### src/rtl/note_judge_pkg.sv
// Shared definitions for the rhythm judge: verdict encoding, FSM states and
// score defaults that downstream BCD width checks reuse.
package note_judge_pkg;

    typedef enum logic [1:0] {
        JUDGE_NONE    = 2'd0,
        JUDGE_PERFECT = 2'd1,
        JUDGE_GOOD    = 2'd2,
        JUDGE_MISS    = 2'd3
    } judge_t;

    typedef enum logic [1:0] {
        ST_IDLE  = 2'd0,
        ST_ARMED = 2'd1,
        ST_DONE  = 2'd2
    } state_t;

    localparam int unsigned SCORE_W         = 20;
    localparam int unsigned SCORE_MAX_DEF   = 999999;
    localparam int unsigned PERFECT_PTS_DEF = 10;
    localparam int unsigned GOOD_PTS_DEF    = 5;

endpackage

### src/rtl/note_judge_sat.sv
// Saturating adder: acc + add computed one bit wider, clamped to MAX.
module sat_accum #(
    parameter int unsigned W   = 8,
    parameter int unsigned AW  = 1,
    parameter logic [W-1:0] MAX = '1
) (
    input  logic [W-1:0]  acc,
    input  logic [AW-1:0] add,
    output logic [W-1:0]  sum
);

    logic [W:0] add_ext;
    logic [W:0] sum_wide;

    always_comb begin
        add_ext  = (W+1)'(add);
        sum_wide = {1'b0, acc} + add_ext;
        if (sum_wide > {1'b0, MAX}) begin
            sum = MAX;
        end else begin
            sum = sum_wide[W-1:0];
        end
    end

endmodule

### src/rtl/note_judge.sv
// Judges the first key press per score note as PERFECT/GOOD/MISS and keeps
// saturating score, combo and hit/miss counters.
module note_judge
    import note_judge_pkg::*;
#(
    parameter int unsigned PERFECT_MS  = 100,
    parameter int unsigned GOOD_MS     = 250,
    parameter int unsigned PERFECT_PTS = PERFECT_PTS_DEF,
    parameter int unsigned GOOD_PTS    = GOOD_PTS_DEF,
    parameter int unsigned COMBO_CAP   = 10,
    parameter int unsigned SCORE_MAX   = SCORE_MAX_DEF
) (
    input  logic        clk,
    input  logic        rst,
    input  logic        tick_1ms,
    input  logic        en,
    input  logic [7:0]  note_pointer,
    input  logic [3:0]  cur_note,
    input  logic [3:0]  cur_octave,
    input  logic [3:0]  in_note,
    input  logic [3:0]  in_octave,
    input  logic        key_level,
    output logic [19:0] score,
    output logic [9:0]  combo,
    output logic [9:0]  max_combo,
    output logic [7:0]  hits,
    output logic [7:0]  misses,
    output logic [1:0]  judge,
    output logic        judge_valid
);

    state_t      state_q, state_d, note_state;
    judge_t      judge_q, judge_d, verdict;
    logic [7:0]  ptr_q;
    logic        key_q;
    logic [15:0] el_ms, el_eff;

    logic        press, new_note, old_miss, pitch_ok, judged, hit, press_miss, pulse;
    logic [9:0]  combo_base, combo_up, combo_d, max_combo_d;
    logic [31:0] combo_ext, bonus, base_pts;
    logic [19:0] score_add, score_sum;
    logic [1:0]  miss_add;
    logic [7:0]  hits_sum, misses_sum;

    assign press    = key_level & ~key_q;
    assign new_note = (note_pointer != ptr_q);
    assign pitch_ok = (in_note == cur_note) && (in_octave == cur_octave);
    assign judge    = judge_q;

    // A pointer change resolves the old note first; the press then sees the new note at 0 ms.
    always_comb begin
        old_miss   = new_note && (state_q == ST_ARMED);
        note_state = state_q;
        el_eff     = el_ms;
        if (new_note) begin
            note_state = (cur_note != '0) ? ST_ARMED : ST_DONE;
            el_eff     = '0;
        end
        judged = press && (note_state == ST_ARMED);
    end

    always_comb begin
        verdict = JUDGE_MISS;
        if (pitch_ok) begin
            if ({16'd0, el_eff} <= PERFECT_MS) begin
                verdict = JUDGE_PERFECT;
            end else if ({16'd0, el_eff} <= GOOD_MS) begin
                verdict = JUDGE_GOOD;
            end
        end
    end

    // Next-state and verdict selection.
    always_comb begin
        state_d = note_state;
        judge_d = judge_q;
        pulse   = 1'b0;
        if (judged) begin
            state_d = ST_DONE;
            judge_d = verdict;
            pulse   = 1'b1;
        end else if (old_miss) begin
            judge_d = JUDGE_MISS;
            pulse   = 1'b1;
        end
        if (!en) begin
            state_d = state_q;
            judge_d = judge_q;
            pulse   = 1'b0;
        end
    end

    always_ff @(posedge clk) begin
        if (rst) begin
            state_q <= ST_IDLE;
        end else begin
            state_q <= state_d;
        end
    end

    always_comb begin
        hit        = judged && (verdict != JUDGE_MISS);
        press_miss = judged && (verdict == JUDGE_MISS);
        combo_base = old_miss ? '0 : combo;
        combo_ext  = {22'd0, combo_base};
        bonus      = (combo_ext > COMBO_CAP) ? COMBO_CAP : combo_ext;
        base_pts   = (verdict == JUDGE_PERFECT) ? PERFECT_PTS : GOOD_PTS;
        score_add  = hit ? 20'(base_pts + bonus) : '0;
        miss_add   = {1'b0, old_miss} + {1'b0, press_miss};
        combo_d    = combo_base;
        if (hit) begin
            combo_d = combo_up;
        end else if (press_miss) begin
            combo_d = '0;
        end
        max_combo_d = max_combo;
        if (hit && (combo_up > max_combo)) begin
            max_combo_d = combo_up;
        end
    end

    sat_accum #(.W(20), .AW(20), .MAX(20'(SCORE_MAX))) u_score (
        .acc(score), .add(score_add), .sum(score_sum)
    );

    sat_accum #(.W(10), .AW(1), .MAX(10'h3FF)) u_combo (
        .acc(combo_base), .add(1'b1), .sum(combo_up)
    );

    sat_accum #(.W(8), .AW(1), .MAX(8'hFF)) u_hits (
        .acc(hits), .add(hit), .sum(hits_sum)
    );

    sat_accum #(.W(8), .AW(2), .MAX(8'hFF)) u_misses (
        .acc(misses), .add(miss_add), .sum(misses_sum)
    );

    // Edge/pointer trackers follow their inputs even when disabled or in reset.
    always_ff @(posedge clk) begin
        ptr_q <= note_pointer;
        key_q <= key_level;
        if (rst) begin
            el_ms       <= '0;
            score       <= '0;
            combo       <= '0;
            max_combo   <= '0;
            hits        <= '0;
            misses      <= '0;
            judge_q     <= JUDGE_NONE;
            judge_valid <= 1'b0;
        end else begin
            judge_q     <= judge_d;
            judge_valid <= pulse;
            if (en) begin
                if (new_note) begin
                    el_ms <= '0;
                end else if (tick_1ms && (el_ms != '1)) begin
                    el_ms <= el_ms + 16'd1;
                end
                score     <= score_sum;
                combo     <= combo_d;
                max_combo <= max_combo_d;
                hits      <= hits_sum;
                misses    <= misses_sum;
            end
        end
    end

endmodule

### config.mk
export PLATFORM = sky130hd
export DESIGN_NAME = note_judge
export DESIGN_NICKNAME = d
export VERILOG_FILES = /design/src/rtl/note_judge_pkg.sv /design/src/rtl/note_judge_sat.sv /design/src/rtl/note_judge.sv
export SDC_FILE = /design/constraint.sdc
export NUM_CORES = 1
export LEC_CHECK = 0
export ABC_AREA = 1
export CORE_MARGIN = 4
export CORE_UTILIZATION = 39
export CTS_BUF_LIST = sky130_fd_sc_hd__clkbuf_8
export DETAILED_ROUTE_END_ITERATION = 8
export HOLD_SLACK_MARGIN = 0.08
export MAX_ROUTING_LAYER = met4
export PLACE_DENSITY_LB_ADDON = 0.15
export SKIP_CTS_REPAIR_TIMING = 1
export SYNTH_ARGS = -nofsm -noshare
export SYNTH_HDL_FRONTEND = slang
export SYNTH_SLANG_ARGS = --single-unit
### constraint.sdc
create_clock -name clk -period 6.3 [get_ports clk]
set_clock_uncertainty 0.2 [all_clocks]
set_input_delay 1.26 -clock clk [delete_from_list [all_inputs] [get_ports clk]]
set_output_delay 1.26 -clock clk [all_outputs]
set_load 0.01 [all_outputs]
== After elaboration in Yosys (flattened, before gate mapping) ==
Cells that the tools add are included.
Word-level totals
  input port bits: 29
  logic and storage cells: 75
  bits in registers: 86
Cells by class
  add/subtract/negate cells: 7
  reduce and logical (&&, ||, !) cells: 14
  bitwise gates (word level): 3
  eq/ne operators: 9
  muxes and demuxes: 23
  order comparisons: 8
Operators by type and width (number)
  two-way mux 10 bit: 5
  two-way mux 16 bit: 3
  adder 20 x 11 -> 21 bit: 1
  greater-than comparator 21 x 20 -> 1 bit, second input constant: 1
  two-way mux 20 bit: 1
  greater-than comparator 9 x 8 -> 1 bit, second input constant: 2
  adder 16 x 1 -> 16 bit, second input constant: 1
  less-or-equal comparator 16 x 7 -> 1 bit, second input constant: 1
  less-or-equal comparator 16 x 8 -> 1 bit, second input constant: 1
  two-way mux 8 bit: 2
  != test 16 bit, second input constant: 1
  two-way mux 2 bit: 7
  adder 10 x 1 -> 11 bit, second input constant: 1
  adder 4 x 10 -> 11 bit: 1
  greater-than comparator 11 x 10 -> 1 bit, second input constant: 1
  two-way mux 11 bit: 1
  greater-than comparator 10 bit: 1
  greater-than comparator 10 x 4 -> 1 bit, second input constant: 1
  adder 8 x 1 -> 9 bit: 1
  adder 8 x 2 -> 9 bit: 1
  equality test 4 bit: 2
  != test 8 bit: 1
  logical AND 1 bit: 7
  equality test 2 x 1 -> 1 bit, second input constant: 3
  other kinds (11): 17

== Longest topological paths before layout ==
  depth after elaboration: 13
  depth in mapped cells: 38

== Hierarchy ==
From an unflattened synthesis, not the netlist that was laid out.
Unflattened totals
  cells, all modules: 1164
  area, all modules: 7111.8 um^2
Modules (own cells, without submodules)
  note_judge: area an instance 4606.9 um^2, instances 1, cells each 684, sequential area each 1721.7 um^2
  sat_accum at u_score: area an instance 1709.1 um^2, instances 1, cells each 330, sequential area each 0.0 um^2
  sat_accum at u_combo: area an instance 310.3 um^2, instances 1, cells each 62, sequential area each 0.0 um^2
  sat_accum at u_misses: area an instance 246.5 um^2, instances 1, cells each 44, sequential area each 0.0 um^2
  sat_accum at u_hits: area an instance 239.0 um^2, instances 1, cells each 44, sequential area each 0.0 um^2

== Least setup slack after synthesis ==
Ideal clock, no wire load.
  kind: input to register
  start point: input note_pointer[0]
  end point: register score[2]
  library setup time: 56 ps
  stages on the path: 33
  path slack: 898 ps
  path buffers: 1
  arrival: 5145 ps
  path through: xnor2_1 > nand2_1 > nor2_2 > nand2_4 > nand2_4 > inv_1 > nor2_1 > inv_1 > ha_1 > nand3_1 > nand2_1 > nand2_1 > nor2_1 > ha_1 > ha_1 > a21oi_1 > nor2_1 > nand3_1 > a21oi_1 > ha_1 > a21oi_1 > o21ai_1 > nand2_1 > nand3_2 > nor3b_2 > xor2_1 > nand2_1 > nor2_2 > nand3_4 > nand3_2 > buf_6 > o21ai_2 > inv_1
Between the ends
  cells in the longest elaborated chain, start to end: 13
  elaborated cells on any way between the ends: 23
  those cells by class: add/sub: 2; order compare: 4; eq/ne: 4; mux: 10; reduce/logical: 3
RTL lines
  from (decl): RTL line note_judge.sv:17  | input logic [7:0] note_pointer,
  != test 8 bit *: RTL line note_judge.sv:46  | assign new_note = (note_pointer != ptr_q);
  two-way mux 16 bit: RTL line note_judge.sv:55  | if (new_note) begin
  less-or-equal comparator 16 x 8 -> 1 bit: RTL line note_judge.sv:67  | end else if ({16'd0, el_eff} <= GOOD_MS) begin
  two-way mux 1 bit: RTL line note_judge.sv:67
  two-way mux 2 bit: RTL line note_judge.sv:65  | if ({16'd0, el_eff} <= PERFECT_MS) begin
  two-way mux 2 bit: RTL line note_judge.sv:64  | if (pitch_ok) begin
  equality test 2 x 1 -> 1 bit: RTL line note_judge.sv:107  | base_pts = (verdict == JUDGE_PERFECT) ? PERFECT_PTS : GOOD_PTS;
  two-way mux 4 bit: RTL line note_judge.sv:107
  adder 4 x 10 -> 11 bit: RTL line note_judge.sv:108  | score_add = hit ? 20'(base_pts + bonus) : '0;
  two-way mux 11 bit *: RTL line note_judge.sv:108
  adder 20 x 11 -> 21 bit *: RTL line note_judge_sat.sv:17  | sum_wide = {1'b0, acc} + add_ext;
  greater-than comparator 21 x 20 -> 1 bit: RTL line note_judge_sat.sv:18  | if (sum_wide > {1'b0, MAX}) begin
  two-way mux 20 bit *: RTL line note_judge_sat.sv:18
  to (signal assigned): RTL line note_judge.sv:160  | score <= score_sum;
  to (decl): RTL line note_judge.sv:23  | output logic [19:0] score,
Every way passes the cells marked *; elsewhere a longest branch is shown, timed or not.
A chain may end at the register's enable or synchronous reset.

== Worst setup path after layout ==
  start point: input note_pointer[0]
  end point: register score[1]
Same word-level chain as after synthesis.

==> impl_metrics.env <==
export IMPL_status="complete, no violations"
export IMPL_vdd_ir_drop_max_uv=93.4
export IMPL_worst_path_buf_inv=6
export IMPL_cts_made_buffers=9
export IMPL_drive_above_1_share=0.0977
export IMPL_ys_flop_type="dfxtp_1"
export IMPL_grt_max_degree=47
export IMPL_initial_utilization=0.401
export IMPL_cts_tree="built"
export IMPL_cts_sinks=86
export IMPL_synth_seq_area_share=0.292
export IMPL_synth_cell_area_mm2=0.00590
export IMPL_firstDrtPassIters=5
export IMPL_clk_pin_slew_ns=0.09
export IMPL_yosysTopAreaCellShare=0.292
export IMPL_crit_path_frequent_cell="nand2_1"
export IMPL_hold_ws_ns=0.294
export IMPL_critPathRequiredTime_ns=6.37
export IMPL_grt_pass1_vias=5513
export IMPL_rsz0062_at_grt="no"
export IMPL_portBuffers=87
export IMPL_htreeDepth=3
export IMPL_synth_warnings=0
export IMPL_ctsRootBufferMaster="clkbuf_8"
export IMPL_slowest_delay_ns=0.48
export IMPL_final_hold_viol_count=0
export IMPL_async_reset_ff_frac=0
export IMPL_worstPathArrival_ns=5.89
export IMPL_die_h_um=131
export IMPL_die_area_mm2=0.0172
export IMPL_antenna_found_initial=0
export IMPL_drtAntennaViolNets=0
export IMPL_synth_seq_cells=86
export IMPL_vias=5916
export IMPL_dp_hpwl_um=11900
export IMPL_path_class="input port to flop"
export IMPL_multiInputGateArea_mm2=0.00357
export IMPL_start_kind="input port"
export IMPL_drt_iter0_markers=380
export IMPL_wirelength_um=15600
export IMPL_filler_cell_count=1514
export IMPL_setup_viol=0
export IMPL_worst_slew_pin_slew_ns=0.922
export IMPL_fp_dieW_um=131
export IMPL_pin_count=88
export IMPL_fin_tns_setup_ns=0
export IMPL_final_util=0.491
export IMPL_post_route_period_util=0.925
export IMPL_postSynthAreaPerCell_um2=6.60
export IMPL_max_cap_viol_count=0
export IMPL_area_growth_synth_to_final_pct=22.5
export IMPL_cts_buffer_depth=2
export IMPL_fin_area_mm2=0.00722
export IMPL_drv_slew=0
export IMPL_fp_row_count=44
export IMPL_critPathTopFamily="simple AND/OR/NAND/NOR gates"
export IMPL_fmax_mhz=172
export IMPL_drc=0
export IMPL_yosysTopAreaCell="dfxtp_1"
export IMPL_clock_latency_ns=0.38
export IMPL_postSynthCellCount=894
export IMPL_powerDensity_mw_per_mm2=169
export IMPL_grt_use_total=0.193
export IMPL_antenna_cells=0
export IMPL_core_mm2=0.0147
export IMPL_seq_area_mm2=0.00172
export IMPL_path_max_fanout=10
export IMPL_fin_nets=1049
export IMPL_synth_edf_count=0
export IMPL_p_leak_nw=3.26
export IMPL_synthTopCellsByArea="dfxtp_1 (29%), nand2_1 (11%), inv_1 (8.6%)"
export IMPL_overflow=0
export IMPL_place_gp_congestion=0.878
export IMPL_ys_types=50
export IMPL_wl_per_cell_um=13.3
export IMPL_place_ws_ns=0.0486
export IMPL_final_min_clock_period_ns=5.83
export IMPL_viasPerCell=5.03
export IMPL_grt_pass1_wl_um=26100
export IMPL_fin_ws_ns=0.475
export IMPL_post_dp_cell_area_mm2=0.00702
export IMPL_crit_slowest_cell="clkdlybuf4s50_1"
export IMPL_worst_setup_path_end_kind="flop"
export IMPL_hp_class="flop to flop"
export IMPL_max_slew_margin=0.377
flip-flops by register name (all words and copies together) (netlist names):
register,count
ptr_q,8
el_ms,16
judge,2
score,20
judge_valid,1
hits,8
combo,10
misses,8
state_q,2
key_q,1
max_combo,10
stage by stage:
step	total power, mW	cells
floorplan	0.765	899
global placement	0.856	1161
detailed placement	0.855	1161
CTS	1.23	1177
global route	1.29	1177
finish	1.22	1177
routing by layer:
layer / vias up / track usage / routed length [um]
met2: 119 / 0.306 / 7180
met4: 0 / 0.0526 / 238
met5: - / - / 0
met3: 17 / 0.0333 / 588
li1: 3101 / - / -
met1: 2679 / 0.256 / 7610
path summary, 6_finish.rpt:
path,startpoint,end,slack (ns),depth (start not counted)
min reg2reg,el_ms[15],el_ms[15],0.29,2
max reg2reg,ptr_q[0],score[1],1.49,33
min,el_ms[15],el_ms[15],0.29,2
max,note_pointer[0],score[1],0.47,34
layout by cell type (no fill, tap or decap), types with 4 or more instances in the layout:
master	n
clkbuf_8	9
nor3_1	11
xor2_1	11
a31oi_1	6
o21ai_1	12
buf_4	15
conb_1	6
xnor2_1	7
a211oi_1	4
a21oi_1	75
clkdlybuf4s50_1	86
nand3_2	13
ha_1	30
nor2_1	108
nor2_2	6
o211ai_1	4
or2_2	9
nand3_1	48
inv_1	135
dfxtp_1	86
a21oi_2	5
nand2_2	4
o21ai_2	12
nand2_1	176
o21ai_0	41
nand4_1	27
power breakdown:
group	switching (mW)	internal [mW]	total, mW
combinational	0.150	0.112	0.262
clock	0.230	0.147	0.377
sequential	0.0216	0.562	0.584
total	0.401	0.822	1.22
cells in the mapped netlist, types with 2 or more instances:
library cell,n
a211oi_1,4
a21o_1,3
a21oi_1,77
a21oi_2,3
a31oi_1,6
buf_2,2
buf_4,2
buf_6,3
clkbuf_1,18
dfxtp_1,86
fa_1,2
ha_1,30
inv_1,135
inv_2,3
nand2_1,176
nand2_2,4
nand2_4,3
nand3_1,48
nand3_2,13
nand3_4,2
nand4_1,27
nor2_1,108
nor2_2,6
nor3_1,11
nor3b_2,2
nor4_1,2
o211ai_1,4
o21ai_0,41
o21ai_1,12
o21ai_2,12
o21bai_1,2
o22ai_1,2
or2_0,2
or2_2,9
xnor2_1,7
xor2_1,13
worst register-to-register path: cells and delay by family (launching register included):
| family | cells | cell delay (ns) |
|---|---|---|
| buffers and inverters | 5 | 0.42 |
| flip-flops | 1 | 0.33 |
| AND/OR/NAND/NOR | 16 | 1.64 |
| adder cells (fa/ha/maj) | 4 | 0.87 |
| AO/OA/AOI/OAI | 7 | 1.11 |
| XOR/XNOR | 1 | 0.14 |
area by class of cell:
cell class	count	share of cell area
Tap cell	184	0.0319
Inverter	138	0.0717
Clock buffer	9	0.0171
Multi-Input combinational cell	650	0.495
Clock inverter	7	0.00797
Timing Repair Buffer	103	0.138
Sequential cell	86	0.238
cells by family (layout without fill, tap and decap cells):
group,after synthesis,after routing,share of synthesized area
DFF,86,86,0.292
and+or+nand+nor,418,418,0.329
adders and majority gates,32,32,0.0704
AOI/OAI and AO/OA,174,174,0.169
buffers and inverters,163,257,0.109
xor gates and xnor gates,20,20,0.0297
other,1,6,0.000636
No activity file was read; power rests on OpenSTA's default activity.
